$ cat config.mk
export PLATFORM = sky130hd
export DESIGN_NAME = tableau_row_streamer
export DESIGN_NICKNAME = d
export VERILOG_FILES = /design/src/rtl/tableau_row_streamer.sv
export SDC_FILE = /design/constraint.sdc
export NUM_CORES = 1
export LEC_CHECK = 0
export ABC_AREA = 1
export BUFFER_PORTS_ARGS = -buffer_cell sky130_fd_sc_hd__clkbuf_2
export CORE_AREA = 5 5 100 120
export CTS_CLUSTER_DIAMETER = 60
export DETAILED_ROUTE_END_ITERATION = 12
export DIE_AREA = 0 0 105 125
export HOLD_SLACK_MARGIN = 0.05
export SYNTH_ARGS = -nofsm -noshare
export SYNTH_HDL_FRONTEND = slang
export SYNTH_SLANG_ARGS = --single-unit
$ cat constraint.sdc
create_clock -name clk -period 2.9 [get_ports clk]
set_clock_uncertainty 0.15 [all_clocks]
set_input_delay 0 -clock clk [delete_from_list [all_inputs] [get_ports clk]]
set_output_delay 0 -clock clk [all_outputs]
set_load 0.02 [all_outputs]
$ cat src/rtl/tableau_row_streamer.sv
// Stabilizer tableau store that scans its rows and streams those whose literal in a chosen
// column overlaps a literal mask, under a valid/ready handshake; rows are rewritable between scans.
module tableau_row_streamer #(
    parameter int num_qubit = 4,
    parameter int addr_w    = 2
) (
    input  logic                     clk,
    input  logic                     rst_new,
    input  logic                     wr_en,
    input  logic [addr_w-1:0]        wr_addr,
    input  logic [2*num_qubit-1:0]   wr_literals,
    input  logic                     wr_phase,
    input  logic                     start,
    input  logic [addr_w-1:0]        col,
    input  logic [1:0]               match_sel,
    output logic [2*num_qubit-1:0]   literals_out,
    output logic                     phase_out,
    output logic [addr_w-1:0]        row_idx,
    output logic                     out_valid,
    input  logic                     out_ready,
    output logic                     busy,
    output logic                     done,
    output logic [addr_w:0]          match_count
);

    typedef enum logic [1:0] {IDLE, SCAN, EMIT, DONE} state_t;

    state_t                   state_q, state_d;
    logic [addr_w-1:0]        ptr_q, ptr_d;
    logic [addr_w-1:0]        col_q, col_d;
    logic [1:0]               sel_q, sel_d;
    logic [2*num_qubit-1:0]   lit_out_q, lit_out_d;
    logic                     phase_out_q, phase_out_d;
    logic [addr_w-1:0]        row_idx_q, row_idx_d;
    logic                     out_valid_q, out_valid_d;
    logic                     busy_q, busy_d;
    logic                     done_q, done_d;
    logic [addr_w:0]          count_q, count_d;

    logic [2*num_qubit-1:0]   lit_q [num_qubit];
    logic [num_qubit-1:0]     ph_q;
    logic                     wr_ok;
    logic [2*num_qubit-1:0]   row_lit;
    logic [1:0]               col_lit;
    logic                     hit;
    logic                     last_row;

    // Writes are only honoured while no scan is reading the tableau.
    assign wr_ok = wr_en && (state_q == IDLE || state_q == DONE) && (32'(wr_addr) < num_qubit);

    generate
        for (genvar gi = 0; gi < num_qubit; gi++) begin : g_row
            localparam logic [2*num_qubit-1:0] row_rst = {{(2*num_qubit-1){1'b0}}, 1'b1} << (2*gi);
            always_ff @(posedge clk or posedge rst_new) begin
                if (rst_new) begin
                    lit_q[gi] <= row_rst;
                    ph_q[gi]  <= 1'b0;
                end else if (wr_ok && wr_addr == addr_w'(gi)) begin
                    lit_q[gi] <= wr_literals;
                    ph_q[gi]  <= wr_phase;
                end
            end
        end
    endgenerate

    // Columns beyond the last qubit select nothing, so they never match.
    always_comb begin
        row_lit = lit_q[ptr_q];
        col_lit = 2'b00;
        for (int q = 0; q < num_qubit; q++) begin
            if (col_q == addr_w'(q)) col_lit = row_lit[2*q +: 2];
        end
    end

    assign hit      = |(col_lit & sel_q);
    assign last_row = (ptr_q == addr_w'(num_qubit - 1));

    always_comb begin
        state_d     = state_q;
        ptr_d       = ptr_q;
        col_d       = col_q;
        sel_d       = sel_q;
        lit_out_d   = lit_out_q;
        phase_out_d = phase_out_q;
        row_idx_d   = row_idx_q;
        out_valid_d = out_valid_q;
        count_d     = count_q;
        case (state_q)
            IDLE: begin
                if (start) begin
                    col_d   = col;
                    sel_d   = match_sel;
                    ptr_d   = '0;
                    count_d = '0;
                    state_d = SCAN;
                end
            end
            SCAN: begin
                if (hit) begin
                    lit_out_d   = row_lit;
                    phase_out_d = ph_q[ptr_q];
                    row_idx_d   = ptr_q;
                    out_valid_d = 1'b1;
                    state_d     = EMIT;
                end else if (last_row) begin
                    state_d = DONE;
                end else begin
                    ptr_d = ptr_q + 1'b1;
                end
            end
            EMIT: begin
                if (out_ready) begin
                    out_valid_d = 1'b0;
                    count_d     = count_q + 1'b1;
                    if (last_row) begin
                        state_d = DONE;
                    end else begin
                        ptr_d   = ptr_q + 1'b1;
                        state_d = SCAN;
                    end
                end
            end
            default: state_d = IDLE;
        endcase
        busy_d = (state_d != IDLE);
        done_d = (state_d == DONE);
    end

    always_ff @(posedge clk or posedge rst_new) begin
        if (rst_new) begin
            state_q     <= IDLE;
            ptr_q       <= '0;
            col_q       <= '0;
            sel_q       <= '0;
            lit_out_q   <= '0;
            phase_out_q <= 1'b0;
            row_idx_q   <= '0;
            out_valid_q <= 1'b0;
            busy_q      <= 1'b0;
            done_q      <= 1'b0;
            count_q     <= '0;
        end else begin
            state_q     <= state_d;
            ptr_q       <= ptr_d;
            col_q       <= col_d;
            sel_q       <= sel_d;
            lit_out_q   <= lit_out_d;
            phase_out_q <= phase_out_d;
            row_idx_q   <= row_idx_d;
            out_valid_q <= out_valid_d;
            busy_q      <= busy_d;
            done_q      <= done_d;
            count_q     <= count_d;
        end
    end

    assign literals_out = lit_out_q;
    assign phase_out    = phase_out_q;
    assign row_idx      = row_idx_q;
    assign out_valid    = out_valid_q;
    assign busy         = busy_q;
    assign done         = done_q;
    assign match_count  = count_q;

endmodule

==> metrics <==
initial antenna violation count=0; Synth top cells by count=nand2_1 (126), dfrtp_1 (57), o21ai_0 (43), inv_1 (37), nor2_1 (23); GPL Wtd Cong=0.778; Synth Area in Simple Gates=26.3%; Final setup viols=0; CTS Buffer Depth=2; Hold Crit Class=in2reg; switching pwr=1.64 mW; outcome=finished, final reports clean; row cnt=42; Initial Utilization=27.8%; Slew HR=26.4%; number of synthesized flops with an enable pin=0; WL final=6930 µm; clock power share=28.8%; final worst path period share=88.3%; min cycle time layout=2.56 ns; Mapped Avg Cell Area=8.30 µm²; count leader, synth=nand2_1; share of layout cells above drive strength 1=19.5%; synth top area cells=dfrtp_1 (47%), nand2_1 (16%), o21ai_0 (7.1%); Overflow after GRT=0; P_int=2.75 mW; fmax=391 MHz; # IOs=37; Routed Antenna Nets=0; IO buf count=36; synth unique cells=29; Area Growth Syn to Fin=28.2%; Max IR drop VDD=0.000316 V; prevailing post-synth register cell=dfrtp_1; total core area=10800 µm²; drt first pass iters=4; Worst-Margin Slew=1.10 ns; worst path cell trace=inv_1 -> ha_1 -> nand2_1 -> inv_1 -> nand2_1 -> dlygate4sd3_1 -> o21ai_0 -> dlygate4sd3_1; post-synthesis sequential area ratio=50.8%; Setup Fix Bufs, Post-CTS=0; final max-slew violation count=0; RSZ-0062 raised after global routing=no; first-pass GRT wire length=12000 µm; Reg clk slew, reported paths=0.06 ns; fin nets=451; leakage=1.99 nW; slowest CP cell=dlygate4sd3_1; Num Clock Sinks=61; # diodes=0; CP Data Arrival Time=2.67 ns; DP Wirelength=4840 µm; Setup CP Type=reg2reg; Yosys top cell area share=47.3%; combinational family with the most area after synthesis=simple AND/OR/NAND/NOR gates; CTS tree=built; CP required=3.01 ns; die width=105 µm; Async S/R FF share, synth=100%; Worst path max stage delay=0.57 ns; CP Capture Type=flip-flop; largest area contributor in the netlist=dfrtp_1; worst skew pair latency=0.33 ns; Synth Area in Adders=2.49%; # H-tree levels=3; Critical Path Fanout Max=9; Hold Violations, Final=0; Setup TNS=0 ns; Via-to-Cell Ratio=4.39; Ys Warns=0; Switching Share=37.4%; syn nets=389; sequential share of power=35.2%; multiplexer share of the synthesized area=0%; die area=13100 µm²; synthesized flop and latch total=61; Combinational Power Share=36.0%; CTS buffer count=9; Max-cap violations=0; utilization after layout=35.7%; drt drc=0; GRT Overall Usage=11.3%; Die Ht=125 µm; largest net degree at the start of global routing=53; Power Density=1140 nW/µm²; Tot Pwr=4.39 mW; total number of vias=2466; Synth Area in Compound Gates=11.0%; drt initial violations=153; root buf cell=clkbuf_16; Worst Setup Start Kind=flip-flop; Gate Count Post-Synth=363; Post-Synthesis Cell Area=3010 µm²; drt wl/cell=12.3 µm; vias in the first global route=2482; Post-Synth XOR/XNOR Area=0.291%
-- critical path, delay by kind of cell (launching register included) --
family                   cells  cell delay [ns]
AO/OA/AOI/OAI                1             0.07
adder cells (fa/ha/maj)      1             0.21
buffers and inverters        4             1.46
flip-flops                   1             0.42
AND/OR/NAND/NOR              2             0.18
-- cell type report --
type,count,area (µm²)
Sequential cell,61,1530
Tap cell,132,165
Clock buffer,11,253
Fill cell,1115,6960
Timing Repair Buffer,63,445
Multi-Input combinational cell,251,1210
Inverter,39,151
Clock inverter,5,106
-- stage by stage --
| stage | instances | hold WS, ns | setup WS (ns) | cell area (µm²) |
|---|---|---|---|---|
| 6_report | 562 | 0.224 | 0.339 | 3860 |
| 5_1_grt | 562 | 0.305 | 0.105 | 3860 |
| 4_1_cts | 562 | 0.223 | 0.407 | 3860 |
| 3_5_place_dp | 521 | 0.0613 | 0.411 | 3250 |
| 3_3_place_gp | 521 | 0.0569 | 0.486 | 3250 |
| 2_1_floorplan | 363 | -0.0404 | 1.10 | 3010 |
-- power by group through the flow --
stage	Combinational, mW	Clock (mW)	Sequential (mW)
2_1_floorplan	1.21	0	1.54
3_3_place_gp	1.48	0	1.54
3_5_place_dp	1.51	0	1.55
4_1_cts	1.59	1.29	1.54
5_1_grt	1.80	1.34	1.60
6_report	1.58	1.26	1.54
-- flip-flops by register name (all words and copies together) (netlist names) --
| register | flops |
|---|---|
| ph_q | 4 |
| col_q | 2 |
| lit_q | 32 |
| out_valid | 1 |
| sel_q | 2 |
| row_idx | 2 |
| done | 1 |
| busy | 1 |
| match_count | 3 |
| state_q | 2 |
| ptr_q | 2 |
| phase_out | 1 |
| literals_out | 8 |
-- metal layers --
| metal | GRT usage, % | wire, µm | up-vias |
|---|---|---|---|
| met5 | 0 | 0 | - |
| met4 | 4.67 | 126 | 0 |
| met3 | 3.51 | 387 | 11 |
| met2 | 18.2 | 3340 | 57 |
| met1 | 13.9 | 3080 | 1137 |
| li1 | - | - | 1261 |
-- cell usage in the layout, fill, tap and decap left out, drive strengths merged, types with 2 or more instances in the layout --
cell type,instances
clkbuf,47
buf,2
nand2,135
inv,39
bufinv,3
dfstp,4
dfrtp,57
nand3b,2
a21oi,5
ha,6
nor2,26
dlygate4sd3,25
nand3,16
or2,6
o21ai,49
-- kinds of logic after synthesis --
kind of cell | count (synthesis)
simple gates | 185
compound gates | 59
buf+inv | 51
fa+ha+maj | 6
flops | 61
xor+xnor | 1
-- path summary, 6_finish.rpt --
kind / startpoint / end / slack [ns] / cells after the start
worst max register to register: state_q[0]$_DFF_PP0_ / col_q[0]$_DFFE_PP0P_ / 0.34 / 8
max in group asynchronous: rst_new / literals_out[3]$_DFFE_PP0P_ / 1.53 / 4
worst min register to register: lit_q[11]$_DFFE_PP0P_ / lit_q[11]$_DFFE_PP0P_ / 0.33 / 2
worst max-delay path: state_q[0]$_DFF_PP0_ / col_q[0]$_DFFE_PP0P_ / 0.34 / 8
min in group asynchronous: rst_new / lit_q[5]$_DFFE_PP0P_ / 0.33 / 3
worst min-delay path: wr_addr[1] / lit_q[24]$_DFFE_PP1P_ / 0.22 / 4
-- repair_timing --
item	CTS	global route
gates resized for setup	0	0
hold buffers	25	0
hold endpoints to repair	90	0
Power figures use the tool's default switching activity.
